==> src/rtl/ethernet_crc32.sv <==
// rtl/ethernet_crc32.sv - IEEE 802.3 CRC-32 over a byte stream, one byte per accepted transfer
// Emits a one-cycle result strobe with the finished CRC and a saturating byte count.
module ethernet_crc32 #(
  parameter int BYTE_COUNT_WIDTH = 11
) (
  input  logic                        clock,
  input  logic                        reset,
  input  logic [7:0]                  checksum_data,
  input  logic                        checksum_data_valid,
  input  logic                        checksum_data_last,
  output logic                        checksum_enable,
  output logic [31:0]                 checksum_result,
  output logic                        checksum_result_enable,
  output logic [BYTE_COUNT_WIDTH-1:0] checksum_byte_count
);

  localparam logic [31:0] POLY     = 32'hEDB88320;
  localparam logic [31:0] CRC_INIT = 32'hFFFFFFFF;

  typedef enum logic [1:0] {IDLE, ACCUMULATE, RESULT} state_t;

  state_t                      state_q, state_d;
  logic [31:0]                 crc_q, crc_d;
  logic [31:0]                 result_q, result_d;
  logic [BYTE_COUNT_WIDTH-1:0] count_q, count_d;
  logic [BYTE_COUNT_WIDTH-1:0] bytes_q, bytes_d;
  logic                        in_reset_q;
  logic                        accept;
  logic [31:0]                 crc_step;
  logic [BYTE_COUNT_WIDTH-1:0] count_inc;

  function automatic logic [31:0] crc32_byte(input logic [31:0] crc, input logic [7:0] data);
    logic [31:0] c;
    c = crc ^ {24'd0, data};
    for (int i = 0; i < 8; i++) begin
      c = c[0] ? ((c >> 1) ^ POLY) : (c >> 1);
    end
    return c;
  endfunction

  // Ready comes only from flops so the upstream parser never sees a comb loop.
  assign checksum_enable        = !in_reset_q && (state_q != RESULT);
  assign checksum_result        = result_q;
  assign checksum_result_enable = (state_q == RESULT);
  assign checksum_byte_count    = bytes_q;

  assign accept    = checksum_data_valid && checksum_enable;
  assign crc_step  = crc32_byte(crc_q, checksum_data);
  assign count_inc = (&count_q) ? count_q : count_q + 1'b1;

  always_comb begin
    state_d  = state_q;
    crc_d    = crc_q;
    count_d  = count_q;
    result_d = result_q;
    bytes_d  = bytes_q;
    case (state_q)
      IDLE, ACCUMULATE: begin
        if (accept) begin
          if (checksum_data_last) begin
            result_d = ~crc_step;
            bytes_d  = count_inc;
            crc_d    = CRC_INIT;
            count_d  = '0;
            state_d  = RESULT;
          end else begin
            crc_d    = crc_step;
            count_d  = count_inc;
            state_d  = ACCUMULATE;
          end
        end
      end
      RESULT: begin
        crc_d   = CRC_INIT;
        count_d = '0;
        state_d = IDLE;
      end
      default: begin
        crc_d   = CRC_INIT;
        count_d = '0;
        state_d = IDLE;
      end
    endcase
  end

  always_ff @(posedge clock) begin
    if (reset) begin
      state_q    <= IDLE;
      crc_q      <= CRC_INIT;
      count_q    <= '0;
      result_q   <= '0;
      bytes_q    <= '0;
      in_reset_q <= 1'b1;
    end else begin
      state_q    <= state_d;
      crc_q      <= crc_d;
      count_q    <= count_d;
      result_q   <= result_d;
      bytes_q    <= bytes_d;
      in_reset_q <= 1'b0;
    end
  end

endmodule

==> config.mk <==
export PLATFORM = sky130hd
export DESIGN_NAME = ethernet_crc32
export DESIGN_NICKNAME = d
export VERILOG_FILES = /design/src/rtl/ethernet_crc32.sv
export SDC_FILE = /design/constraint.sdc
export NUM_CORES = 1
export LEC_CHECK = 0
export ABC_AREA = 1
export CORE_MARGIN = 2
export CORE_UTILIZATION = 30
export DETAILED_ROUTE_END_ITERATION = 7
export GPL_TIMING_DRIVEN = 0
export PLACE_DENSITY = 0.61
export SLEW_MARGIN = 30
export SYNTH_ARGS = -nofsm -noshare
export SYNTH_HDL_FRONTEND = slang
export SYNTH_SLANG_ARGS = --single-unit
==> constraint.sdc <==
create_clock -name clock -period 1.7 [get_ports clock]
set_input_delay 0.34 -clock clock [delete_from_list [all_inputs] [get_ports clock]]
set_output_delay 0.34 -clock clock [all_outputs]
set_load 0.005 [all_outputs]
=== Word-level counts from Yosys, hierarchy flattened ===
Cells that the tools add are included.

* Latch bits: 0
* ROM bits: 0
* Output and inout port bits: 45
* RAM bits: 0
* Logic and storage cells: 42
* Memories kept: 0
* Flip-flop bits (word level): 89

* Divide/modulo/power cells: 0
* Multipliers: 0
* Bitwise operators: 11
* Mux-type cells: 13
* Magnitude comparators: 0
* Shift operators: 0
* $add $sub $neg: 1
* Reductions and logical operators: 8
* Equality and inequality tests: 3

{| class="wikitable"
|+ Operator list
! kind !! number
|-
| two-way mux 32 bit || 9
|-
| inverter 13 -> 14 bit || 8
|-
| inverter 32 bit || 1
|-
| XOR 32 x 8 -> 32 bit || 1
|-
| two-way mux 11 bit || 2
|-
| adder 11 x 1 -> 11 bit (second input constant) || 1
|-
| AND reduction 11 bit || 1
|-
| OR reduction 2 bit || 2
|-
| AND reduction 3 bit || 1
|-
| == test 2 x 1 -> 1 bit (second input constant) || 1
|-
| == test 2 bit (second input constant) || 1
|-
| logical AND 1 bit || 2
|-
| zero test 2 bit || 1
|-
| two-way mux 2 bit || 1
|-
| inequality test 2 bit (second input constant) || 1
|-
| zero test 1 bit || 1
|-
| two-way mux 1 bit || 1
|-
| inverter 1 bit || 1
|}

=== Logic depth before layout (Yosys ltp) ===
* Depth after elaboration: 18
* Gate-level depth with buffers: 14
* Mapped depth without buffers: 14

=== Worst setup path after synthesis ===
Ideal clock, no wire load.

* Kind: register to register
* Start: reg count_q[0]
* End: reg bytes_q[0] (netlist: checksum_byte_count[0])
* Setup time: 117 ps
* Period minus slack after synthesis: 1,605 ps
* Slack: 95 ps
* Data required time: 1,583 ps
* Path buffers: 0
* Stages on the path, launching flop included: 8
* Data arrival time: 1,488 ps
* Path through: dfxtp_1 -> ha_1 -> nand2_1 -> nor2_1 -> nand4_1 -> xor2_1 -> nor2_1 -> nor2_1

* Cells in the longest elaborated chain, start to end: 2
* Elaborated cells between the ends (all ways): 3

{| class="wikitable"
|+ RTL lines
! element !! line !! RTL
|-
| from (decl) || 25 || <nowiki>logic [BYTE_COUNT_WIDTH-1:0] count_q, count_d;</nowiki>
|-
| from (signal assigned) || 97 || <nowiki>count_q <= count_d;</nowiki>
|-
| adder 11 x 1 -> 11 bit or AND reduction 11 bit (tied branches) || 49 || <nowiki>assign count_inc = (&count_q) ? count_q : count_q + 1'b1;</nowiki>
|-
| two-way mux 11 bit (*) || 49 ||
|-
| to (signal assigned) || 99 || <nowiki>bytes_q <= bytes_d;</nowiki>
|-
| to (decl) || 26 || <nowiki>logic [BYTE_COUNT_WIDTH-1:0] bytes_q, bytes_d;</nowiki>
|}

Mark *: on every way between the ends. The rest lies on a longest branch, timed or not.
A chain may end at the register's enable or synchronous reset.

=== Final worst setup path ===
* Start: reg state_q[1]
* End: reg result_q[22] (netlist: checksum_result[22])

* Cells in the longest elaborated chain, start to end: 4
* Elaborated cells between the ends (all ways): 7

{| class="wikitable"
|+ RTL lines
! element !! line !! RTL
|-
| from (decl) || 22 || <nowiki>state_t state_q, state_d;</nowiki>
|-
| from (signal assigned) || 95 || <nowiki>state_q <= state_d;</nowiki>
|-
| inequality test 2 bit || 42 || <nowiki>assign checksum_enable = !in_reset_q && (state_q != RESULT);</nowiki>
|-
| logical AND 1 bit || 42 ||
|-
| logical AND 1 bit || 47 || <nowiki>assign accept = checksum_data_valid && checksum_enable;</nowiki>
|-
| AND reduction 3 bit (no source line) (*) || n/a ||
|-
| to (signal assigned) || 98 || <nowiki>result_q <= result_d;</nowiki>
|-
| to (decl) || 24 || <nowiki>logic [31:0] result_q, result_d;</nowiki>
|}

Marks and branches as above.

==> results.json <==
{
  "fin_cells": 891,
  "fp.dieH_um": 124.2,
  "arrival_ps": 1940,
  "worstPathMaxFanout": 10,
  "setup_violations": 0,
  "status": "finished clean",
  "r2r-start": "state_q[1]",
  "worst-r2r-cell-count": 9,
  "grt_pass1_wl_um": 20140,
  "clkSlewWorstSetupHoldPaths_ps": 70,
  "cts_tree": "done",
  "drive_gt1_share_pct": 18.42,
  "hold_violations": 0,
  "synth_fp_nets": 626,
  "cts.htree.levels": 3,
  "ys_seq_elements": 89,
  "final_max_slew_viol_count": 0,
  "core_um2": 13990,
  "path_cells": "inv_4 > nor2_4 > nor3b_4 > nand2_2 > nor2_4 > buf_4 > nand3_1 > nand2_1 > inv_1",
  "period_needed_ps": 1689,
  "ant_nets": 0,
  "ys_warn_count": 0,
  "r2r_setup_slack_ps": 10,
  "path_delay_family": "simple AND/OR/NAND/NOR gates",
  "wirelength_um": 12990,
  "fillers": 1427,
  "drc": 0,
  "yosysUniqueCellTypes": 31,
  "hold_path_startpoint": "checksum_data_valid",
  "layout_common_cells": "nand2_1 (126), dfxtp_1 (83), inv_1 (59), nor2_1 (57), a21oi_1 (51)",
  "antenna_found_initial": 0,
  "total_power_w": 0.005985,
  "syn_area_um2": 4335,
  "critPathBufInv": 3,
  "area_growth_pct": 39.16,
  "cts_buffers": 9,
  "rows": 43,
  "cts_hold_buf": 0,
  "clockBufferDepth": 2,
  "whs_path_depth": 4,
  "placed_area_um2": 5121,
  "syn_inst": 613,
  "die_width_um": 124.2,
  "dr.first_iter.drc_count": 224,
  "dr.pass1.iters": 5,
  "via_per_inst": 4.646,
  "finClkSkew_ps": 8.641,
  "critPathMostFrequentCell": "nor2_4",
  "crit_start": "state_q[1]",
  "cp-end-kind": "flip-flop",
  "dp_cells": 849,
  "final_util_pct": 43.13,
  "leakage_nw": 2.716,
  "cp_slowest_cell": "dfxtp_4",
  "rsz0062_at_grt": "yes",
  "hold-path-endpoint": "crc_q[1]",
  "max_cap_viol_count": 0,
  "num_vias": 4140,
  "gp_congestion": 0.7974,
  "wl_per_cell_um": 14.58,
  "place.port_buffers": 56,
  "crit_type": "flip-flop to flip-flop",
  "cts_num_sinks": 89,
  "io_pins": 57,
  "clockRootBuffer": "clkbuf_16",
  "track_usage_pct": 16.59,
  "clock_insertion_delay_worst_skew_ps": 360,
  "maxSlewHeadroom_pct": 60.54,
  "required_ps": 1950,
  "startpoint_type": "flip-flop",
  "max_stage_delay_ps": 360,
  "grt_max_degree": 15,
  "tightest_slew_ps": 591.9,
  "synth_sequential_area_ratio_pct": 41.10,
  "grt_pass1_vias": 3843,
  "timing.rr.end": "checksum_result[22]",
  "hp-class": "input pin to flip-flop",
  "fin_crit_sh_pct": 99.38,
  "antenna_cells": 0,
  "syn_avg_cell_area_um2": 7.072,
  "die_area_um2": 15430,
  "overflow": 0,
  "power_density_nw_per_um2": 992.0,
  "irDropWorstVdd_v": 0.0004273,
  "final_common_cell": "nand2_1",
  "nNetsFinal": 719,
  "hpwlAfterDp_um": 9048,
  "initial_core_util_pct": 30.99,
  "finalInstanceArea_um2": 6033,
  "timing.fmax_mhz": 591.9
}
## worst reg2reg max path: stages, from the launching register on
cell and delay [ps]:
dfxtp_4 360, inv_4 50, nor2_4 40, nor3b_4 290
nand2_2 130, nor2_4 220, buf_4 240, nand3_1 150
nand2_1 80, inv_1 30
## metrics by stage
step | setup WS (ps) | TNS (ps) | hold WS (ps)
floorplan | 95.32 | 0 | 367.7
global placement | -603.0 | -32930 | 469.1
detailed placement | -594.2 | -34190 | 473.2
CTS | 1.321 | 0 | 457.7
global route | -81.99 | -1609 | 464.3
finish | 10.56 | 0 | 450.5
## final cells by class
| class | instances | area, um2 | share of cell area (%) |
|---|---|---|---|
| clock inverter | 4 | 76.32 | 1.265 |
| clock buffer | 12 | 246.5 | 4.085 |
| timing repair buffer | 82 | 799.5 | 13.25 |
| tap | 180 | 225.2 | 3.733 |
| inverter | 64 | 247.7 | 4.106 |
| multi-input combinational | 437 | 2487 | 41.23 |
| sequential | 89 | 1794 | 29.74 |
| buffer | 23 | 156.4 | 2.592 |
## cell families after synthesis
family / after synthesis / share of synthesized area, %
buffers and inverters: 87 / 7.994
adders and majority gates: 1 / 0.2886
AOI/OAI and AO/OA: 111 / 13.33
and+or+nand+nor: 271 / 26.20
xor gates and xnor gates: 54 / 11.08
DFF: 89 / 41.10
## flip-flops by register name, indices dropped and copies added (netlist names)
register and cells:
checksum_result 32, crc_q 32, checksum_byte_count 11, count_q 11, state_q 2, in_reset_q 1
## where the power goes
part           internal, W  switching (W)
logic             0.000623       0.000872
registers          0.00221      0.0000835
clock network      0.00133       0.000867
## routing by layer
metal  vias to the layer above  global-route usage [%]  wire length, um
li1                       2121                       -                -
met1                      1895                   20.74             5761
met2                       102                   28.00             6305
met3                        22                   3.270              616
met4                         0                   6.675              309
met5                         -                       0                0
## Yosys cell counts (all sizes together)
cell type	n	area share [%]
nand2	167	15
dfxtp	89	41
nor2	64	5.9
inv	63	5.5
a21oi	51	5.9
o21ai	50	5.8
xor2	43	8.7
nand3	29	3.3
buf	13	1.6
xnor2	11	2.4
clkbuf	10	0.87
o211ai	4	0.69
nand3b	3	0.52
nor3	3	0.35
a31oi	2	0.29
nand4	2	0.29
o21bai	2	0.35
or2	2	0.29
a211oi	1	0.17
a21o	1	0.17
clkinv	1	0.086
ha	1	0.29
nor3b	1	0.43
## worst max-delay path by stage
stage / end / depth (start not counted) / slack [ps]
3_5_place_dp: checksum_result[18] / 11 / -590
4_1_cts: checksum_result[19] / 9 / 1
2_1_floorplan: checksum_byte_count[0] / 7 / 100
5_1_grt: checksum_result[8] / 11 / -80
6_report: checksum_result[22] / 9 / 10
3_3_place_gp: checksum_result[18] / 11 / -600
## repair_timing
item / in CTS / in global routing
resized for setup: 47 / 85
cloned: 0 / 1
setup buffers: 11 / 14
pin swaps: 11 / 23
setup endpoints to repair: 77 / 72
Power figures use the tool's default switching activity.
==> RTL change, RTL diff (same flow settings) <==
Take the reset off `result_q` and `bytes_q` and load them in a clocked block of their own.
--- a/src/rtl/ethernet_crc32.sv
+++ b/src/rtl/ethernet_crc32.sv
@@ -90,4 +90,2 @@
       count_q    <= '0;
-      result_q   <= '0;
-      bytes_q    <= '0;
       in_reset_q <= 1'b1;
@@ -97,4 +95,2 @@
       count_q    <= count_d;
-      result_q   <= result_d;
-      bytes_q    <= bytes_d;
       in_reset_q <= 1'b0;
@@ -103,2 +99,7 @@
 
+  always_ff @(posedge clock) begin
+    result_q <= result_d;
+    bytes_q  <= bytes_d;
+  end
+
 endmodule
Function: changed (a bounded check fails within 4 cycles, from zero or initial values and one cycle with reset high).
==> RTL change against the unedited design <==
Power is 3.2% lower. Synthesized cell count is 15% lower. Final area is 1.0% lower. Highest routed layer unchanged. Setup slack better by 35 ps. Routed wire length is 14% lower. Via count is 11% lower. Largest power group unchanged. Sequential cell count stayed put. Clock power is 9% lower. Area after synthesis is 3.5% higher.
==> RTL change: results <==
set metrics [dict create \
    drt_iter0_drc 247 \
    synth_cell_types 36 \
    met3_length_um 475 \
    fillCellCount 1418 \
    clk_latency_ps 340 \
    finalNetCount 619 \
    status "completed" \
    antenna_cells 0 \
    worst_path_max_delay_cell "dfxtp_4" \
    place_ws_ps -584.1 \
    place_inst 760 \
    grt_max_degree 15 \
    highest_layer "met4" \
    wl_per_cell_um 14.11 \
    cts.clk_slew.worst_paths_ps 60 \
    place_congestion 0.8772 \
    synth_edf_count 43 \
    syn-instance-count 518 \
    grt_pass1_wl_um 17350 \
    antenna_found_initial 0 \
    io_buffers 56 \
    synth.area.top_cells "edfxtp_1 (29%), dfxtp_1 (21%), nand2_1 (14%)" \
    clock_path_buffers 2 \
    leakage_nw 2.570 \
    max_stage_delay_ps 360 \
    dp_hpwl_um 7855 \
    ys_warn_count 0 \
    via_per_inst 4.623 \
    holdCritPathClass "register to register" \
    grt_util_all_layers 0.1377 \
    htree_levels 3 \
    switchingPower_mw 1.688 \
    layout-drive-gt1-share 0.2209 \
    routed-wl-met2_um 5369 \
    netlist_top_cells_count "nand2_1 (172), dfxtp_1 (46), edfxtp_1 (43)" \
    routed_wl_um 11220 \
    skew_ps 7.960 \
    worst-path-max-fanout 10 \
    synth-main-ff-cell "dfxtp_1" \
    dr.pass1.iters 5 \
    yosysSeqAreaShare 0.4930 \
    synthArstFlopShare 0 \
    grt_pass1_vias 3479 \
    met1_length_um 5015 \
    syn_nets 531 \
    ir_drop_mv 0.5466 \
    slew_headroom 0.6108 \
]
[RTL change: repair_timing]
| action | CTS | global route |
|---|---|---|
| pin swaps | 3 | 8 |
| endpoints found under the setup margin | 35 | 31 |
| gates resized for setup | 10 | 34 |
| gates cloned | 1 | 0 |
| setup buffers | 9 | 10 |
| hold buffers | 0 | 0 |
[RTL change: cell type report]
class | instances | share of cell area
Buffer | 10 | 0.01110
Clock inverter | 6 | 0.009638
Sequential cell | 89 | 0.3719
Timing Repair Buffer | 77 | 0.1358
Inverter | 52 | 0.03436
Clock buffer | 10 | 0.04002
Multi-Input combinational cell | 367 | 0.3587
Tap cell | 184 | 0.03855
[RTL change: routing by layer]
layer / global-route usage / vias up
met5: 0 / -
met4: 0.06076 / 0
met3: 0.02657 / 23
met2: 0.2258 / 115
met1: 0.1773 / 1698
li1: - / 1839
[RTL change: cells by family after synthesis]
kind of cell,count (synthesis),synth area share
AND/OR/NAND/NOR,257,0.2733
AO/OA/AOI/OAI,66,0.08449
XOR/XNOR,43,0.08728
buffers and inverters,62,0.05912
adder cells (fa/ha/maj),1,0.002788
flip-flops,89,0.4930
[RTL change: critical path: cells and delay by family (launching register included)]
kind | cells | cell delay (ps)
buf+inv | 4 | 500
simple gates | 5 | 500
flops | 1 | 360
[RTL change: final timing paths]
path / depth (start not counted) / slack (ps) / from / endpoint
max reg2reg: 9 / 50 / state_q[1] / checksum_result[16]
min: 1 / 460 / state_q[1] / state_q[1]
max: 9 / 50 / state_q[1] / checksum_result[16]
min reg2reg: 1 / 460 / state_q[1] / state_q[1]
[RTL change: power by group through the flow]
stage	combinational [mW]	sequential, mW	clock, mW
5_1_grt	1.43	2.51	2.11
3_3_place_gp	1.14	2.54	0
6_report	1.29	2.50	2.01
2_1_floorplan	0.786	2.53	0
3_5_place_dp	1.16	2.54	0
4_1_cts	1.21	2.50	2.04
[RTL change: through the flow]
step	instance area, um2	TNS, ps	hold WS (ps)
after detailed placement	5331	-30410	470.7
after global placement	5289	-47030	460.7
after floorplan	4498	-6702	367.7
final	5972	0	461.7
after global routing	5972	-17.43	474.4
after CTS	5768	0	461.4
